File: config.mk
export PLATFORM = sky130hd
export DESIGN_NAME = uart_bus_bridge
export DESIGN_NICKNAME = d
export VERILOG_FILES = /design/src/rtl/uart_pkg.sv /design/src/rtl/uart_fifo.sv /design/src/rtl/uart_bus_bridge.sv
export SDC_FILE = /design/constraint.sdc
export NUM_CORES = 1
export LEC_CHECK = 0
export ABC_AREA = 1
export BUFFER_PORTS_ARGS = -buffer_cell sky130_fd_sc_hd__clkbuf_2
export CAP_MARGIN = 30
export CORE_MARGIN = 4
export CORE_UTILIZATION = 53
export DETAILED_ROUTE_END_ITERATION = 10
export GPL_TIMING_DRIVEN = 0
export PLACE_DENSITY = 0.84
export SLEW_MARGIN = 10
export SYNTH_ARGS = -nofsm -noshare
export SYNTH_HDL_FRONTEND = slang
export SYNTH_SLANG_ARGS = --single-unit
File: constraint.sdc
create_clock -name sysclk -period 2.7 [get_ports sysclk]
set_input_delay 0.405 -clock sysclk [delete_from_list [all_inputs] [get_ports sysclk]]
set_output_delay 0.405 -clock sysclk [all_outputs]
set_load 0.03 [all_outputs]
File: src/rtl/uart_pkg.sv
// Shared constants for the UART bus bridge: register map, CON bit layout and
// TX handshake state encodings.
package uart_pkg;

    localparam logic [31:0] UART_TXD_ADDR = 32'h4000_0018;
    localparam logic [31:0] UART_RXD_ADDR = 32'h4000_001C;
    localparam logic [31:0] UART_CON_ADDR = 32'h4000_0020;

    localparam int CON_RX_VALID = 0;
    localparam int CON_TX_BUSY  = 1;
    localparam int CON_RX_OVF   = 2;
    localparam int CON_TX_FULL  = 3;
    localparam int CON_RX_IE    = 4;

    localparam logic [1:0] TX_IDLE = 2'd0;
    localparam logic [1:0] TX_REQ  = 2'd1;
    localparam logic [1:0] TX_BUSY = 2'd2;

endpackage

File: src/rtl/uart_fifo.sv
// Byte-wide circular FIFO with a show-ahead head. A push into a full FIFO is
// accepted only when a pop happens in the same cycle.
module uart_fifo #(
    parameter int DEPTH = 4
) (
    input  logic       sysclk,
    input  logic       rst_n,
    input  logic       push,
    input  logic       pop,
    input  logic [7:0] din,
    output logic       full,
    output logic       empty,
    output logic [7:0] head
);

    localparam int AW = $clog2(DEPTH);
    localparam logic [AW:0] FULL_CNT = (AW+1)'(DEPTH);

    logic [7:0]    mem [DEPTH];
    logic [AW-1:0] wr_ptr;
    logic [AW-1:0] rd_ptr;
    logic [AW:0]   count;
    logic          do_push;
    logic          do_pop;

    assign empty   = (count == '0);
    assign full    = (count == FULL_CNT);
    assign head    = mem[rd_ptr];
    assign do_pop  = pop & ~empty;
    assign do_push = push & (~full | do_pop);

    always_ff @(posedge sysclk) begin
        if (do_push) begin
            mem[wr_ptr] <= din;
        end
    end

    // Pointers wrap naturally because DEPTH is a power of two.
    always_ff @(posedge sysclk or negedge rst_n) begin
        if (!rst_n) begin
            wr_ptr <= '0;
            rd_ptr <= '0;
            count  <= '0;
        end else begin
            if (do_push) wr_ptr <= wr_ptr + 1'b1;
            if (do_pop)  rd_ptr <= rd_ptr + 1'b1;
            case ({do_push, do_pop})
                2'b10:   count <= count + 1'b1;
                2'b01:   count <= count - 1'b1;
                default: count <= count;
            endcase
        end
    end

endmodule

File: src/rtl/uart_bus_bridge.sv
// CPU-bus front end for a byte UART: TXD/RXD/CON registers, RX and TX FIFOs,
// and the request/acknowledge handshake towards the sender.
//
// state   | meaning
// TX_IDLE | waiting for a queued byte and an idle sender
// TX_REQ  | tx_en high, waiting for the sender to go busy
// TX_BUSY | byte handed over, waiting for the sender to return idle
module uart_bus_bridge
    import uart_pkg::*;
#(
    parameter int FIFO_DEPTH = 4
) (
    input  logic        sysclk,
    input  logic        rst_n,
    input  logic [31:0] addr,
    input  logic        rd_en,
    input  logic        wr_en,
    input  logic [31:0] wdata,
    output logic [31:0] rdata,
    output logic        irq,
    input  logic [7:0]  rx_data,
    input  logic        rx_status,
    output logic [7:0]  tx_data,
    output logic        tx_en,
    input  logic        tx_status
);

    logic       rx_s1, rx_s2, rx_prev;
    logic       tx_s1, tx_s2;
    logic       rx_rise;
    logic       sel_txd, sel_rxd, sel_con;
    logic       rx_pop, rx_full, rx_empty;
    logic       tx_push, tx_pop, tx_full, tx_empty;
    logic [7:0] rx_head, tx_head;
    logic       rx_ovf, rx_ie;
    logic [1:0] tx_state;
    logic       tx_busy;
    logic [31:0] con_rd;
    logic       unused_wdata;

    // tx_status syncs reset to 1 so a sender mid-frame is not mistaken for a fresh ack.
    always_ff @(posedge sysclk or negedge rst_n) begin
        if (!rst_n) begin
            rx_s1   <= 1'b0;
            rx_s2   <= 1'b0;
            rx_prev <= 1'b0;
            tx_s1   <= 1'b1;
            tx_s2   <= 1'b1;
        end else begin
            rx_s1   <= rx_status;
            rx_s2   <= rx_s1;
            rx_prev <= rx_s2;
            tx_s1   <= tx_status;
            tx_s2   <= tx_s1;
        end
    end

    assign rx_rise = rx_s2 & ~rx_prev;
    assign sel_txd = (addr == UART_TXD_ADDR);
    assign sel_rxd = (addr == UART_RXD_ADDR);
    assign sel_con = (addr == UART_CON_ADDR);
    assign rx_pop  = rd_en & sel_rxd & ~rx_empty;
    assign tx_push = wr_en & sel_txd;
    assign tx_pop  = (tx_state == TX_REQ) & ~tx_s2;
    assign tx_busy = ~tx_empty | (tx_state != TX_IDLE);
    assign tx_en   = (tx_state == TX_REQ);

    uart_fifo #(.DEPTH(FIFO_DEPTH)) u_rx_fifo (
        .sysclk (sysclk),
        .rst_n  (rst_n),
        .push   (rx_rise),
        .pop    (rx_pop),
        .din    (rx_data),
        .full   (rx_full),
        .empty  (rx_empty),
        .head   (rx_head)
    );

    uart_fifo #(.DEPTH(FIFO_DEPTH)) u_tx_fifo (
        .sysclk (sysclk),
        .rst_n  (rst_n),
        .push   (tx_push),
        .pop    (tx_pop),
        .din    (wdata[7:0]),
        .full   (tx_full),
        .empty  (tx_empty),
        .head   (tx_head)
    );

    // A new overflow in the same cycle as a clearing write stays visible.
    always_ff @(posedge sysclk or negedge rst_n) begin
        if (!rst_n) begin
            rx_ovf <= 1'b0;
            rx_ie  <= 1'b0;
            irq    <= 1'b0;
        end else begin
            if (rx_rise && rx_full && !rx_pop) begin
                rx_ovf <= 1'b1;
            end else if (wr_en && sel_con && wdata[CON_RX_OVF]) begin
                rx_ovf <= 1'b0;
            end
            if (wr_en && sel_con) begin
                rx_ie <= wdata[CON_RX_IE];
            end
            irq <= rx_ie & ~rx_empty;
        end
    end

    always_ff @(posedge sysclk or negedge rst_n) begin
        if (!rst_n) begin
            tx_state <= TX_IDLE;
            tx_data  <= 8'h00;
        end else begin
            case (tx_state)
                TX_IDLE: begin
                    if (!tx_empty && tx_s2) begin
                        tx_data  <= tx_head;
                        tx_state <= TX_REQ;
                    end
                end
                TX_REQ: begin
                    if (!tx_s2) tx_state <= TX_BUSY;
                end
                TX_BUSY: begin
                    if (tx_s2) tx_state <= TX_IDLE;
                end
                default: tx_state <= TX_IDLE;
            endcase
        end
    end

    always_comb begin
        con_rd               = '0;
        con_rd[CON_RX_VALID] = ~rx_empty;
        con_rd[CON_TX_BUSY]  = tx_busy;
        con_rd[CON_RX_OVF]   = rx_ovf;
        con_rd[CON_TX_FULL]  = tx_full;
        con_rd[CON_RX_IE]    = rx_ie;
    end

    always_comb begin
        rdata = '0;
        if (rd_en) begin
            if (sel_rxd) begin
                rdata = {24'b0, rx_empty ? 8'h00 : rx_head};
            end else if (sel_con) begin
                rdata = con_rd;
            end
        end
    end

    assign unused_wdata = ^wdata[31:8];

endmodule

==> flow_summary_export.csv <==
group,metric,value,unit
run_status,outcome,"complete, no violations",
sta,max_slew_margin,41.8,%
place,dpl.cell_count,632,
yosys,yosysWarnings,0,
sta,hold_viol_final,0,
clock_tree,cts.sinks,96,
place,place_congestion,0.820,
grt,grt_start_max_net_pins,33,
final_layout,drive_gt1_share,29.7,%
clock_tree,clock_path_buffers,2,
sta,finalSetupViolations,0,
clock_tree,cts_tree,"yes",
floorplanning,initial_core_util,55.1,%
yosys,synth-edff-count,64,
grt,use_met2,33.6,%
grt,grt_usage,18.3,%
yosys,syn_avg_cell_area,10.6,um2
yosys,synth_area,4570,um2
sta,worstMarginPinSlew,870,ps
routing,drcViolationCount,0,
worst_setup_path,cpMostUsedCell,"nor2_1",
routing,wl,8980,um
yosys,yosys.area.top_type,"edfxtp_1",
floorplanning,die_w,101,um
sta,finalSetupTns,0,ps
grt,top_usage_layer,"met2",
clock_tree,cts-htree-levels,3,
power,p_per_area,744,nW/um2
grt,overflow,0,
final_layout,fin_util,64.5,%
clock_tree,clk_pin_slew,90,ps
worst_setup_path,crit_slowest_cell,"dfrtp_1",
clock_tree,root_buffer,"clkbuf_8",
clock_tree,cts_buffers,9,
routing,vias_per_cell,4.87,
routing,ant_nets,0,
sta,slew_viol_final,0,
yosys,synth_area_leaders,"edfxtp_1, dfrtp_1, nor2_1, inv_1, buf_4",
yosys,synth_top_area_share,42.0,%
run,drv_cap,0,
routing,vias,3167,
routing,drtPass1Iterations,4,
grt,grt_pass1_wl,14200,um
worst_setup_path,cp.required,2300,ps
floorplanning,core_area,8300,um2
final_layout,n_fill_cell,668,
yosys,ys_types,35,
place,dp_hpwl,6590,um
grt,globalRouteMet3Util,4.91,%
floorplanning,dieArea,10200,um2
grt,antenna_found_initial,0,
worst_setup_path,path_cells,"buf_2 > clkinvlp_4 > nor2_1 > o21ai_0 > a21oi_1 > nor2_1 > nor2_1 > clkbuf_2",
final_layout,fin_nets,629,
clock_tree,clk-insertion-delay-late,360,ps
sta,rsz0062_at_grt,"no",
final_layout,fin_cells,650,
yosys,synthCells,433,
min_path,hold_path.class,"in2reg",
floorplanning,die-height,101,um
routing,drt_first_iter_violations,143,
worst_setup_path,worst-setup-path-type,"reg2out",
yosys,synth_seq_cells,96,
floorplanning,rows,33,
worst_setup_path,start_kind,"flip-flop",
yosys,synthFlopType,"edfxtp_1",
sta,period_share,91.4,%
floorplanning,ios,120,
sta,finalCriticalPeriod,2470,ps
clock_tree,post_cts_buffers,0,
sta,finClkSkew,5.66,ps
final_layout,area_growth,17.2,%
worst_setup_path,end_kind,"primary output",
routing,drt-wirelength-per-cell,13.8,um
worst_setup_path,critPathMaxFanout,9,
yosys,yosysSeqAreaShare,59.6,%
grt,grt_pass1_vias,3034,
grt,grt_util_met1,20.6,%
place,io_buffers,71,
yosys,async_reset_ff_share,33.3,%
sta,fmax,405,MHz
power,vdd_ir_drop_max,0.000438,V
final_layout,diodes,0,
worst_setup_path,max_stage_delay,330,ps
worst_setup_path,cp_data_arrival_time,2060,ps
power,leakage,2.43,nW
final timing paths:
check | from | endpoint | slack (ps) | cells after the start
worst min-delay path | tx_status | tx_s1$_DFF_PN1_ | 130 | 1
min in group asynchronous | rst_n | tx_data[5]$_DFFE_PN0P_ | 470 | 2
worst max register to register | u_tx_fifo.count[0]$_DFFE_PN0P_ | u_tx_fifo.count[2]$_DFFE_PN0P_ | 290 | 11
worst max-delay path | u_rx_fifo.rd_ptr[1]$_DFFE_PN0P_ | rdata[2] | 230 | 8
max in group asynchronous | rst_n | tx_s1$_DFF_PN1_ | 1720 | 3
worst min register to register | tx_s1$_DFF_PN1_ | tx_s2$_DFF_PN1_ | 360 | 0
kinds of logic (layout without fill, tap and decap cells):
| family | after synthesis | after routing | share of synthesized area [%] |
|---|---|---|---|
| buf+inv | 93 | 182 | 9.83 |
| mux | 8 | 8 | 1.97 |
| fa+ha+maj | 11 | 11 | 3.34 |
| xor+xnor | 5 | 5 | 0.958 |
| flops | 96 | 96 | 59.6 |
| compound gates | 59 | 59 | 6.87 |
| simple gates | 160 | 160 | 17.3 |
| other cells | 1 | 24 | 0.0820 |
layer usage:
layer	part of all wire (%)	up-vias
met4	1.6	0
met3	6.6	15
met2	54	114
li1	-	1573
met1	38	1465
met5	0	-
where the power goes:
part           total, W  switching (W)  internal [W]
Sequential      0.00193       0.000137       0.00179
Clock          0.000821       0.000488      0.000333
Combinational   0.00124       0.000797      0.000443
Total           0.00399        0.00142       0.00256
layout by cell type, fill, tap and decap left out, drive strengths merged:
cell type	count
buf	31
clkinv	5
dlygate4sd3	1
o21ai	37
nand2	52
edfxtp	64
a21oi	13
xor2	4
nand3	10
nor2	88
inv	61
conb	24
ha	9
mux2	8
dfstp	2
xnor2	1
dfrtp	30
nand4	2
nor3	8
fa	2
o22ai	9
clkinvlp	2
clkbuf	82
registers in the layout, summed over array words and instances (netlist names), 2 cells and up:
signal	count
u_rx_fifo.wr_ptr	2
tx_state	2
tx_data	8
u_tx_fifo.mem	32
u_tx_fifo.count	3
u_rx_fifo.rd_ptr	2
u_tx_fifo.rd_ptr	2
u_tx_fifo.wr_ptr	2
u_rx_fifo.count	3
u_rx_fifo.mem	32
critical path, delay by kind of cell, from the launching register on:
kind                   cells  cell delay, ps
AO/OA/AOI/OAI              2             270
buffers and inverters      3             710
flip-flops                 1             330
AND/OR/NAND/NOR            3             390
Yosys cell counts (all sizes together), types with 8 or more instances:
cell type and n:
nand2 52, nor3 8, nand3 10, ha 9
inv 60, mux2 8, dfrtp 30, buf 30
nor2 88, edfxtp 64, o22ai 9, o21ai 37
a21oi 13
stage by stage:
step	setup slack (ps)	power [W]	area [um2]	hold slack (ps)
6_report	233	0.00399	5360	127
5_1_grt	55.0	0.00423	5360	108
3_3_place_gp	337	0.00312	5140	332
4_1_cts	162	0.00401	5310	111
2_1_floorplan	587	0.00284	4660	109
3_5_place_dp	280	0.00319	5140	339
layout make-up:
type	instances	area [um2]	area share (%)
Buffer	32	220	4.11
Clock buffer	9	124	2.31
Clock inverter	7	46.3	0.864
Inverter	61	233	4.35
Multi-Input combinational cell	267	1480	27.7
Sequential cell	96	2730	50.9
Tap cell	105	131	2.45
Timing Repair Buffer	73	393	7.34
repair_timing:
item,CTS,global route
endpoints found under the hold margin,0,9
hold buffers,0,1
endpoints found under the setup margin,0,1
gates resized for setup,0,1
No activity file was read; power rests on OpenSTA's default activity.
